$ cat src/rtl/sb_tx_scheduler_pkg.sv
// ---------------------------------------------------------------------------
// sb_tx_pkg
//   Shared types and constants for the sideband TX scheduler.
//   SB_WORD_W     : sideband word width
//   SB_ACTIVE_CYC : clock-controller active window per word (bits shifted)
//   SB_GAP_CYC    : clock-controller idle gap after each word
//   sb_tx_sched_state_t : scheduler FSM encoding (also exported for debug)
//   sb_oh2idx     : one-hot (up to 8 bits) to binary index
// ---------------------------------------------------------------------------
package sb_tx_pkg;

  localparam int SB_WORD_W     = 64;
  localparam int SB_ACTIVE_CYC = 64;
  localparam int SB_GAP_CYC    = 32;

  typedef enum logic [2:0] {
    ST_IDLE      = 3'd0,
    ST_LOAD_HDR  = 3'd1,
    ST_SEND_HDR  = 3'd2,
    ST_GAP_HDR   = 3'd3,
    ST_LOAD_DATA = 3'd4,
    ST_SEND_DATA = 3'd5,
    ST_GAP_DATA  = 3'd6,
    ST_ACK       = 3'd7
  } sb_tx_sched_state_t;

  function automatic logic [2:0] sb_oh2idx(input logic [7:0] oh);
    logic [2:0] idx;
    idx = '0;
    for (int k = 0; k < 8; k++) begin
      if (oh[k]) idx = idx | 3'(k);
    end
    return idx;
  endfunction

endpackage

$ cat src/rtl/sb_tx_scheduler_arbiter.sv
// ---------------------------------------------------------------------------
// sb_rr_arbiter
//   Combinational round-robin arbiter. Searches req_i starting at index ptr_i
//   and wrapping; grants the first requester found. The pointer register
//   lives in the caller.
//   req_i [N-1:0]          : request vector
//   ptr_i [$clog2(N)-1:0]  : index with highest priority this cycle
//   gnt_o [N-1:0]          : one-hot grant, all-zero when no request
// ---------------------------------------------------------------------------
module sb_rr_arbiter #(
  parameter int N = 3
) (
  input  logic [N-1:0]         req_i,
  input  logic [$clog2(N)-1:0] ptr_i,
  output logic [N-1:0]         gnt_o
);

  int   idx;
  logic found;

  always_comb begin
    gnt_o = '0;
    found = 1'b0;
    idx   = 0;
    for (int k = 0; k < N; k++) begin
      idx = int'(ptr_i) + k;
      if (idx >= N) idx = idx - N;
      if (!found && req_i[idx]) begin
        gnt_o[idx] = 1'b1;
        found      = 1'b1;
      end
    end
  end

endmodule

$ cat src/rtl/sb_tx_scheduler.sv
// ---------------------------------------------------------------------------
// sb_tx_scheduler
//   Shares the sideband TX serializer / gated-clock controller among N_REQ
//   packet sources. One source is granted, its header (and optional data
//   word) is latched, each word is handed to the serializer and walked
//   through the active window and idle gap, then the source is acked.
//
//   Handshake: i_req is a level held with its payload until the one-cycle
//   o_ack pulse for that source; the payload is latched at grant so later
//   changes to any i_* input do not affect the packet in flight. o_ser_load
//   pulses once per word; o_ser_word is stable from that pulse until
//   i_ser_done. o_clk_en is high exactly while the scheduler waits for
//   i_ser_done.
//
//   Ports: i_pll_clk, i_rst_n (async active-low), i_req, i_hdr, i_has_data,
//   i_data, o_ack, o_ser_load, o_ser_word, o_clk_en, i_ser_done,
//   i_pack_finished, o_busy, o_dbg_state (FSM state for observation).
//
//   Build option SB_TX_SCHED_PRIO_EN: source 0 wins every arbitration;
//   sources 1..N_REQ-1 round-robin among themselves and a grant to source 0
//   leaves the pointer alone. Undefined: plain round-robin over all sources.
// ---------------------------------------------------------------------------
module sb_tx_scheduler
  import sb_tx_pkg::*;
#(
  parameter int N_REQ  = 3,
  parameter int WORD_W = SB_WORD_W
) (
  input  logic                    i_pll_clk,
  input  logic                    i_rst_n,
  input  logic [N_REQ-1:0]        i_req,
  input  logic [N_REQ*WORD_W-1:0] i_hdr,
  input  logic [N_REQ-1:0]        i_has_data,
  input  logic [N_REQ*WORD_W-1:0] i_data,
  output logic [N_REQ-1:0]        o_ack,
  output logic                    o_ser_load,
  output logic [WORD_W-1:0]       o_ser_word,
  output logic                    o_clk_en,
  input  logic                    i_ser_done,
  input  logic                    i_pack_finished,
  output logic                    o_busy,
  output logic [2:0]              o_dbg_state
);

  localparam int PTR_W = $clog2(N_REQ);

  sb_tx_sched_state_t state_q, state_d;
  logic [PTR_W-1:0]   ptr_q, ptr_nxt;
  logic [N_REQ-1:0]   gnt_q, arb_req, rr_gnt, arb_gnt;
  logic [WORD_W-1:0]  hdr_q, data_q, ser_word_q, sel_hdr, sel_data;
  logic               has_data_q, sel_hd, ser_load_q, pf_q, pf_fall, start;
  logic [2:0]         gidx;

`ifdef SB_TX_SCHED_PRIO_EN
  // Source 0 is taken out of the round-robin and overrides it.
  assign arb_req = {i_req[N_REQ-1:1], 1'b0};
  assign arb_gnt = i_req[0] ? N_REQ'(1) : rr_gnt;
`else
  assign arb_req = i_req;
  assign arb_gnt = rr_gnt;
`endif

  sb_rr_arbiter #(.N(N_REQ)) u_arb (
    .req_i (arb_req),
    .ptr_i (ptr_q),
    .gnt_o (rr_gnt)
  );

  always_comb begin
    sel_hdr  = '0;
    sel_data = '0;
    sel_hd   = 1'b0;
    for (int k = 0; k < N_REQ; k++) begin
      if (arb_gnt[k]) begin
        sel_hdr  = i_hdr[k*WORD_W +: WORD_W];
        sel_data = i_data[k*WORD_W +: WORD_W];
        sel_hd   = i_has_data[k];
      end
    end
  end

  // Pointer moves to the source after the one just served, wrapping to 0.
  assign gidx = sb_oh2idx(8'(gnt_q));
  always_comb begin
    ptr_nxt = '0;
    if (int'(gidx) < N_REQ-1) ptr_nxt = PTR_W'(gidx + 3'd1);
  end

  // Registered falling edge of the idle-gap indicator marks end of a word.
  assign pf_fall = pf_q & ~i_pack_finished;
  assign start   = (state_q == ST_IDLE) && (|i_req);

  always_comb begin
    state_d = state_q;
    unique case (state_q)
      ST_IDLE:      if (|i_req) state_d = ST_LOAD_HDR;
      ST_LOAD_HDR:  state_d = ST_SEND_HDR;
      ST_SEND_HDR:  if (i_ser_done) state_d = ST_GAP_HDR;
      ST_GAP_HDR:   if (pf_fall) state_d = has_data_q ? ST_LOAD_DATA : ST_ACK;
      ST_LOAD_DATA: state_d = ST_SEND_DATA;
      ST_SEND_DATA: if (i_ser_done) state_d = ST_GAP_DATA;
      ST_GAP_DATA:  if (pf_fall) state_d = ST_ACK;
      ST_ACK:       state_d = ST_IDLE;
      default:      state_d = ST_IDLE;
    endcase
  end

  always_ff @(posedge i_pll_clk or negedge i_rst_n) begin
    if (!i_rst_n) begin
      state_q    <= ST_IDLE;
      ptr_q      <= '0;
      gnt_q      <= '0;
      hdr_q      <= '0;
      data_q     <= '0;
      has_data_q <= 1'b0;
      ser_word_q <= '0;
      ser_load_q <= 1'b0;
      pf_q       <= 1'b0;
    end else begin
      state_q    <= state_d;
      pf_q       <= i_pack_finished;
      ser_load_q <= (state_q == ST_LOAD_HDR) || (state_q == ST_LOAD_DATA);
      if (start) begin
        gnt_q      <= arb_gnt;
        hdr_q      <= sel_hdr;
        data_q     <= sel_data;
        has_data_q <= sel_hd;
      end
      if (state_q == ST_LOAD_HDR)  ser_word_q <= hdr_q;
      if (state_q == ST_LOAD_DATA) ser_word_q <= data_q;
`ifdef SB_TX_SCHED_PRIO_EN
      if (state_q == ST_ACK && !gnt_q[0]) ptr_q <= ptr_nxt;
`else
      if (state_q == ST_ACK) ptr_q <= ptr_nxt;
`endif
    end
  end

  assign o_ser_load  = ser_load_q;
  assign o_ser_word  = ser_word_q;
  assign o_clk_en    = (state_q == ST_SEND_HDR) || (state_q == ST_SEND_DATA);
  assign o_ack       = (state_q == ST_ACK) ? gnt_q : '0;
  assign o_busy      = (state_q != ST_IDLE);
  assign o_dbg_state = state_q;

endmodule
$ cat config.mk
export PLATFORM = sky130hd
export DESIGN_NAME = sb_tx_scheduler
export DESIGN_NICKNAME = d
export VERILOG_FILES = /design/src/rtl/sb_tx_scheduler_pkg.sv /design/src/rtl/sb_tx_scheduler_arbiter.sv /design/src/rtl/sb_tx_scheduler.sv
export SDC_FILE = /design/constraint.sdc
export NUM_CORES = 1
export LEC_CHECK = 0
export BUFFER_PORTS_ARGS = -buffer_cell sky130_fd_sc_hd__clkbuf_2
export CELL_PAD_IN_SITES_DETAIL_PLACEMENT = 1
export CELL_PAD_IN_SITES_GLOBAL_PLACEMENT = 2
export CORE_MARGIN = 4
export CORE_UTILIZATION = 28
export DETAILED_ROUTE_END_ITERATION = 10
export PLACE_DENSITY = 0.92
export RECOVER_POWER = 50
export SLEW_MARGIN = 30
export SYNTH_ARGS = -nofsm -noshare
export SYNTH_HDL_FRONTEND = slang
export SYNTH_SLANG_ARGS = --single-unit
$ cat constraint.sdc
create_clock -name i_pll_clk -period 3.02 [get_ports i_pll_clk]
set_clock_uncertainty 0.05 [all_clocks]
set_input_delay 0.151 -clock i_pll_clk [delete_from_list [all_inputs] [get_ports i_pll_clk]]
set_output_delay 0.151 -clock i_pll_clk [all_outputs]
set_load 0.05 [all_outputs]
### Word-level counts from Yosys, hierarchy flattened

Cells that the tools add are included.

* word-level logic and storage cells: 101
* output and inout bits: 73
* bits in registers: 203
* bits of input ports: 394

* add/sub/neg operators: 6
* muxes and demuxes: 45
* bitwise gates (word level): 4
* equal/unequal tests: 12
* order comparisons: 10
* reductions and logical operators: 15

Operators with widths (count)
* 2-to-1 mux 64 bit: 8
* >= comparator 32 x 1 -> 1 bit, second input constant: 3
* less-than comparator 32 x 4 -> 1 bit, second input constant: 3
* 2-to-1 mux 32 bit: 3
* >= comparator 32 x 3 -> 1 bit, second input constant: 2
* subtractor 32 x 3 -> 32 bit, second input constant: 2
* 2-to-1 mux 3 bit: 9
* case mux 3 bit (8 select lines): 1
* 2-to-1 mux 1 bit: 15
* equality test 3 bit, second input constant: 4
* inequality test 2 bit, second input constant: 4
* binary-select mux 1 bit (select 2 bit): 3
* demux 1 bit (select 2 bit): 3
* equality test 3 x 2 -> 1 bit, second input constant: 2
* logical AND 1 bit: 6
* 2-to-1 mux 2 bit: 3
* bitwise OR 3 bit: 2
* AND reduction 5 bit: 1
* adder 2 x 1 -> 3 bit, second input constant: 1
* adder 2 x 2 -> 3 bit, second input constant: 1
* equality test 3 x 1 -> 1 bit, second input constant: 1
* zero test 3 bit: 1
* less-than comparator 3 x 2 -> 1 bit, second input constant: 1
* nonzero test 3 bit: 1
* 10 further kinds: 12

### Logic depth before layout (Yosys ltp)

Gate-level depths: netlist (run 1).

* word-level depth: 15
* mapped depth: 11
* gate-level depth less buffers: 8

### Modules after synthesis

From an unflattened synthesis (run 1), not the netlist that was laid out.

* cell total of the unflattened synthesis: 1290
* area, all modules: 12065.3 µm²

Modules (own cells, without submodules)
* sb_tx_scheduler: cells an instance 1254, seq. area each 5079.9 µm², instances 1, area each 11788.8 µm²
* sb_rr_arbiter: cells an instance 36, seq. area each 0.0 µm², instances 1, area each 276.5 µm²

### Worst setup path before layout (run 1)

Ideal clock, no wire load.

* path kind: flip-flop to flip-flop
* start: register ptr_q[0]
* end: register hdr_q[54]
* path slack: 526 ps
* arrival: 2303 ps
* setup time: 141 ps
* required time: 2829 ps
* period minus slack after synthesis: 2494 ps
* stages on the path, launching flop included: 12
* buffers on the path: 3
* cell sequence: dfrtp_1 inv_1 ha_1 buf_1 nor4bb_1 a311o_1 a311oi_2 o21ai_2 buf_2 buf_2 a221oi_2 a31oi_1

* longest elaborated chain between the ends: 15
* elaborated cells on any way between the ends: 49
* those cells by class: add/sub (5); order compare (9); mux (26); bitwise (2); reduce/logical (7)

Ends and longest elaborated chain
* start: declaration: RTL line sb_tx_scheduler.sv:48 `logic [PTR_W-1:0] ptr_q, ptr_nxt;`
* start signal: assignment: RTL line sb_tx_scheduler.sv:134 `if (state_q == ST_ACK) ptr_q <= ptr_nxt;`
* branches (longest 11 deep; another with subtractor 32 x 3 -> 32 bit)
* 2-to-1 mux 3 bit *: RTL line sb_tx_scheduler_arbiter.sv:28 `if (!found && req_i[idx]) begin`
* 2-to-1 mux 64 bit (2 in series): RTL line sb_tx_scheduler.sv:74 `if (arb_gnt[k]) begin`
* 2-to-1 mux 64 bit *: RTL line sb_tx_scheduler.sv:74
* end signal: assignment: RTL line sb_tx_scheduler.sv:125 `hdr_q <= sel_hdr;`
* end: declaration: RTL line sb_tx_scheduler.sv:50 `logic [WORD_W-1:0] hdr_q, data_q, ser_word_q, sel_hdr, sel_data;`

Every way passes the cells marked *. The select of a mux whose other input is x is not followed.
A chain may end at the register's enable or synchronous reset.

### Worst setup path after layout (run 1)

* start: register ptr_q[0]
* end: register hdr_q[56]

Same word-level chain as after synthesis.

==> results of run 1 <==
[cell families after synthesis]
logic type / Yosys count
and+or+nand+nor: 362
AOI/OAI and AO/OA: 347
DFF: 203
buffers and inverters: 117
muxes: 69
adders and majority gates: 4
xor gates and xnor gates: 1
[worst max path at each step]
stage / from / to / slack (ps) / cells past startpoint
5_1_grt: ptr_q[0] / data_q[45] / -130 / 10
3_3_place_gp: ptr_q[0] / hdr_q[35] / 230 / 10
2_1_floorplan: ptr_q[0] / hdr_q[54] / 530 / 11
4_1_cts: ptr_q[0] / hdr_q[35] / 50 / 10
3_5_place_dp: ptr_q[0] / data_q[36] / 100 / 10
6_report: ptr_q[0] / hdr_q[56] / -50 / 10
[registers in the layout, indices dropped and copies added, names as in the netlist]
signal / count
data_q: 64
gnt_q: 3
has_data_q: 1
o_dbg_state: 3
o_ser_word: 64
o_ser_load: 1
hdr_q: 64
ptr_q: 2
pf_q: 1
[final cells by class]
type,instances,area (µm²)
Antenna cell,26,65.1
Clock buffer,38,757
Clock inverter,9,101
Fill cell,4405,19800
Inverter,5,18.8
Multi-Input combinational cell,783,5390
Sequential cell,203,5080
Tap cell,518,648
Timing Repair Buffer,906,6840
[placed cells by master (no fill, tap or decap), types with 29 or more instances in the layout]
master         Yosys  final
nand2_1          330    328
a221oi_2         110    109
clkbuf_2           0    440
dlygate4sd3_1      0    390
a31oi_1          132    131
clkbuf_16          0     29
mux2i_1           68     67
o21ai_0           72     71
clkbuf_1          67     35
dfrtp_1          203    203
[metal layers]
layer / up-vias / part of all wire, % / routed length [µm]
met3: 350 / 6.4 / 4150
met1: 6639 / 34 / 22100
met4: 0 / 8.0 / 5120
li1: 5754 / - / -
met5: - / 0 / 0
met2: 783 / 51 / 33100
[power breakdown]
| part | total, mW | leakage [nW] | switching, mW | internal, mW |
|---|---|---|---|---|
| Sequential | 5.21 | 2.47 | 1.08 | 4.13 |
| Clock | 3.20 | 0.422 | 1.29 | 1.91 |
| Combinational | 10.0 | 5.78 | 6.73 | 3.28 |
| Total | 18.4 | 8.68 | 9.10 | 9.32 |
[per-stage QoR]
stage | setup slack (ps) | std cells | area [µm²] | hold slack [ps]
CTS | 46.3 | 2450 | 18700 | 73.3
global route | -130 | 2488 | 18900 | 151
floorplan | 526 | 1103 | 10900 | -195
global placement | 226 | 2013 | 13900 | 237
detailed placement | 97.7 | 2013 | 13900 | 252
finish | -48.7 | 2488 | 18900 | 128
[worst max-delay path, cell delays in order (launching register included)]
cell	delay, ps
dfrtp_1	410
inv_1	110
ha_2	350
nand2b_1	170
o21ai_0	380
a32oi_2	230
a211oi_4	440
clkbuf_16	280
buf_4	180
a221oi_2	80
a31oi_1	270
[what timing repair did]
action | 4_1_cts | 5_1_grt
buffers inserted | 0 | 9
endpoints found under the setup margin | 0 | 80
hold endpoints to repair | 216 | 0
hold buffers | 390 | 0
resized for setup | 0 | 12
==> impl_metrics.tcl, run 1 <==
set metrics [dict create \
    crit_required_ps 3400 \
    yosys_warnings 0 \
    drt_pre_antenna_iters 5 \
    synth.avg_cell_area_um2 9.91 \
    peakVddDrop_mv 0.535 \
    syn-cell-area_mm2 0.0109 \
    first_iter_violations 917 \
    yosysSeqAreaShare_pct 46.5 \
    crit_arrival_ps 3450 \
    worstMarginPinSlew_ps 2590 \
    via_count 13500 \
    use_met3_pct 6.45 \
    fin_crit_ps 3070 \
    cts.sinks 203 \
    hp-class "in2reg" \
    synth_cells 1103 \
    grt_max_degree 130 \
    ys.flop_type "dfrtp_1" \
    final.period_utilization_pct 102 \
    r2r_slack_ps -50 \
    synth_top_family_by_area "compound AO/OA/AOI/OAI gates" \
    clk_latency_ps 530 \
    slew_violations 88 \
    grt_use_met1_pct 29.7 \
    finalSetupViolCount 5 \
    synthMuxAreaShare_pct 6.33 \
    dieArea_mm2 0.0422 \
    synthAdderAreaFrac_pct 0.458 \
    worstHoldStart "i_req[1]" \
    ios 467 \
    coreArea_mm2 0.0386 \
    hold_violations 0 \
    ys_seq_elements 203 \
    violations "max-capacitance violations, max-slew violations, negative setup slack" \
    yosys.cell_types.count 43 \
    clk_pin_slew_ps 60 \
    synth_compound_area_share_pct 28.6 \
    hpwl_um 32600 \
    start_util_pct 28.3 \
    cts_buffer_depth 3 \
    grt_setup_unrepaired "true" \
    syn_nets 1501 \
    status "complete, but fails checks" \
    async_flop_share_pct 100 \
    grt_use_total_pct 28.6 \
    cts_buffers 27 \
    tns_ps -161 \
    synth_top_cell_area_share_pct 46.5 \
    hold_depth 3 \
    synth-edff-count 0 \
    fp-row-count 72 \
    r2r_start "ptr_q[0]" \
    overflow 0 \
    power.total_mw 18.4 \
    setup_ws_ps -48.7 \
    viasPerCell 5.44 \
    drc 0 \
    synth.most_common_cell "nand2_1" \
    wl_per_cell_um 25.9 \
    area_growth_pct 73.0 \
    cap_violations 1 \
    grt_pass1_vias 15400 \
    cts_root_buffer "clkbuf_16" \
    synth.area.top_cells "dfrtp_1, a221oi_2, nand2_1, a31oi_1, mux2i_1" \
    fin_util_pct 48.9 \
    synth_common_cells "nand2_1, dfrtp_1, a31oi_1" \
    die_y_um 206 \
    synth_xor_area_share_pct 0.0802 \
    slew-limit-headroom_pct -72.9 \
    start_kind "flip-flop" \
    r2r-end "hdr_q[56]" \
    layout-drive-gt1-share_pct 33.7 \
    cellPowerDensity_mw_per_mm2 975 \
    antenna_found_initial 24 \
    worstSetupPathType "reg2reg" \
    htree_levels 1 \
    gp_congestion 0.846 \
    cts_tree "yes" \
    die_w_um 206 \
    fmax_mhz 326 \
    synth_top_area_cell "dfrtp_1" \
    drtAntennaViolNets 0 \
    holdPathEnd "gnt_q[1]" \
    busiest_layer "met2" \
    p_leak_nw 8.68 \
    endpoint_kind "flip-flop" \
    rr_worst_depth 10 \
    critPathMaxFanout 10 \
    io_buffers 466 \
    grt_first_pass_wirelength_um 92900 \
    yosys.area_share.simple_pct 13.1 \
    routed_wl_um 64400 \
    nNetsFinal 2324 \
    grt_util_met2_pct 50.7 \
]
(Power assumes the default switching activity.)
==> run 2, diff against run 1 <==
--- a/config.mk
+++ b/config.mk
@@ -14,4 +14,5 @@
 export PLACE_DENSITY = 0.92
 export RECOVER_POWER = 50
+export SKIP_CTS_REPAIR_TIMING = 1
 export SLEW_MARGIN = 30
 export SYNTH_ARGS = -nofsm -noshare
==> constraint.sdc (replaced) <==
create_clock -name i_pll_clk -period 3.02 [get_ports i_pll_clk]
set_clock_uncertainty 0.05 [all_clocks]
set_input_delay 0.302 -clock i_pll_clk [delete_from_list [all_inputs] [get_ports i_pll_clk]]
set_output_delay 0.302 -clock i_pll_clk [all_outputs]
set_load 0.05 [all_outputs]
==> run 2 against run 1 <==
Net effect: the flow finishes with violations (negative hold slack, max-capacitance violations, max-slew violations); die area stayed put; maximum frequency grew 5.7%; clock-buffer cell count down 9; global-route usage fell by 8.4 points; critical path depth stayed put; sequential share of layout area grew 4.8 points; non-clock buffer count is 281 lower; first-iteration DRC count is 32% lower; worst setup slack gained 170 ps; utilization decreased by 7.4 points; wire length shrank 25%; register-to-register slack gained 170 ps; critical endpoint is now hdr_q[37].
==> impl_metrics.tcl, run 2 (synthesis gave the netlist of run 1 again) <==
set metrics [dict create \
    grt_max_degree 130 \
    p_leak_nw 7.52 \
    area_growth_pct 46.8 \
    dr.max_layer_used "met4" \
    overflow 0 \
    crit_required_ps 3410 \
    hold_depth 3 \
    cp_cell_sequence "inv_1 -> ha_2 -> nor4bb_1 -> a311o_1 -> a32oi_1 -> a211oi_4 -> buf_12 -> buf_16 -> a221oi_2 -> a31oi_1" \
    worstHoldStart "i_data[148]" \
    routed_wl_um 48100 \
    coreArea_mm2 0.0386 \
    clk_pin_slew_ps 60 \
    wl_per_cell_um 22.1 \
    cts_buffers 25 \
    met2_length_um 23900 \
    antenna_found_initial 2 \
    cts_tree "yes" \
    finalSetupViolCount 0 \
    peakVddDrop_mv 0.517 \
    first_iter_violations 628 \
    slew-limit-headroom_pct -38.9 \
    die_y_um 206 \
    path_buf_inv 3 \
    worstSetupPathType "reg2reg" \
    worst-path-stages 10 \
    dp_cells 2017 \
    max_stage_delay_ps 420 \
    drt_pre_antenna_iters 5 \
    worstMarginPinSlew_ps 2080 \
    grt_pass1_vias 11400 \
    io_buffers 466 \
    critical-path-top-delay-family "compound AO/OA/AOI/OAI gates" \
    final.period_utilization_pct 96.1 \
    slew_violations 76 \
    tns_ps 0 \
    hp-class "in2reg" \
    r2r_slack_ps 120 \
    fin_crit_ps 2900 \
    cp_slowest_cell "a211oi_4" \
    layout-drive-gt1-share_pct 39.1 \
    status "complete, but fails checks" \
    stdcell_count 2182 \
    ios 467 \
    r2r-end "hdr_q[37]" \
    power.total_mw 17.4 \
    critPathMaxFanout 31 \
    rr_worst_depth 10 \
    fp-row-count 72 \
    grt_first_pass_wirelength_um 67300 \
    wl_met1_um 19700 \
    hold_ws_ps -13.5 \
    crit_arrival_ps 3290 \
    clk_latency_ps 530 \
    nNetsFinal 2041 \
    multi_input_area_mm2 0.00536 \
    htree_levels 1 \
    layout_common_cells "clkbuf_2, nand2_1, dfrtp_1" \
    violations "negative hold slack, max-capacitance violations, max-slew violations" \
    dpl_cell_area_mm2 0.0140 \
    fmax_mhz 344 \
    endpoint_kind "flip-flop" \
    cts_root_buffer "clkbuf_16" \
    hold_violations 8 \
    cts.sinks 203 \
    cts_buffer_depth 3 \
    drc 0 \
    layout.cells.most_common "clkbuf_2" \
    gp_congestion 0.865 \
    drtAntennaViolNets 0 \
    grt_use_total_pct 20.1 \
    postLayoutCellArea_mm2 0.0160 \
    nFillCells 4498 \
    die_w_um 206 \
    via_count 11400 \
    met3_length_um 2720 \
    start_kind "flip-flop" \
    cellPowerDensity_mw_per_mm2 1080 \
    start_util_pct 28.3 \
    hpwl_um 33200 \
    cap_violations 1 \
    seq_area_mm2 0.00508 \
    viasPerCell 5.20 \
    holdPathEnd "data_q[20]" \
    dieArea_mm2 0.0422 \
    r2r_start "ptr_q[0]" \
]
==> run 2: worst register-to-register path, stage by stage, from the launching register on <==
cell,delay [ps]
dfrtp_1,400
inv_1,120
ha_2,340
nor4bb_1,350
a311o_1,200
a32oi_1,180
a211oi_4,420
buf_12,230
buf_16,240
a221oi_2,120
a31oi_1,180
==> run 2: worst max path at each step <==
stage / from / endpoint / slack (ps)
3_5_place_dp: ptr_q[0] / hdr_q[42] / 60
3_3_place_gp: ptr_q[0] / data_q[33] / 210
4_1_cts: ptr_q[0] / hdr_q[37] / 10
2_1_floorplan: ptr_q[0] / hdr_q[54] / 530
5_1_grt: ptr_q[0] / hdr_q[63] / -40
6_report: ptr_q[0] / hdr_q[37] / 120
==> run 2: per-stage QoR <==
| step | hold WS (ps) | utilization, % | worst slack, ps |
|---|---|---|---|
| 6_report | -13.5 | 41.5 | 116 |
| 5_1_grt | 0.695 | 41.5 | -42.4 |
| 4_1_cts | -221 | 38.5 | 14.0 |
| 3_5_place_dp | 355 | 36.2 | 63.2 |
| 3_3_place_gp | 339 | 36.2 | 211 |
| 2_1_floorplan | -43.6 | - | 526 |
==> run 2: power by group <==
part / switching [mW] / internal, mW / leakage, nW
combinational: 6.10 / 2.98 / 4.60
sequential: 0.903 / 4.13 / 2.47
clock: 1.24 / 2.03 / 0.451
total: 8.25 / 9.14 / 7.52
==> run 2: area by class of cell <==
cell class	instances	area share, %
inverters	5	0.117
repair buffers	625	25.2
clock inverters	16	1.28
clock buffers	29	4.24
well taps	518	4.04
multi-input cells	783	33.4
diodes	3	0.0468
flip-flops and latches	203	31.7
==> run 2: per-layer routing <==
metal	track usage (%)	vias up
met5	0	-
met4	6.58	0
met3	3.40	113
met2	33.5	424
met1	26.7	5644
li1	-	5169
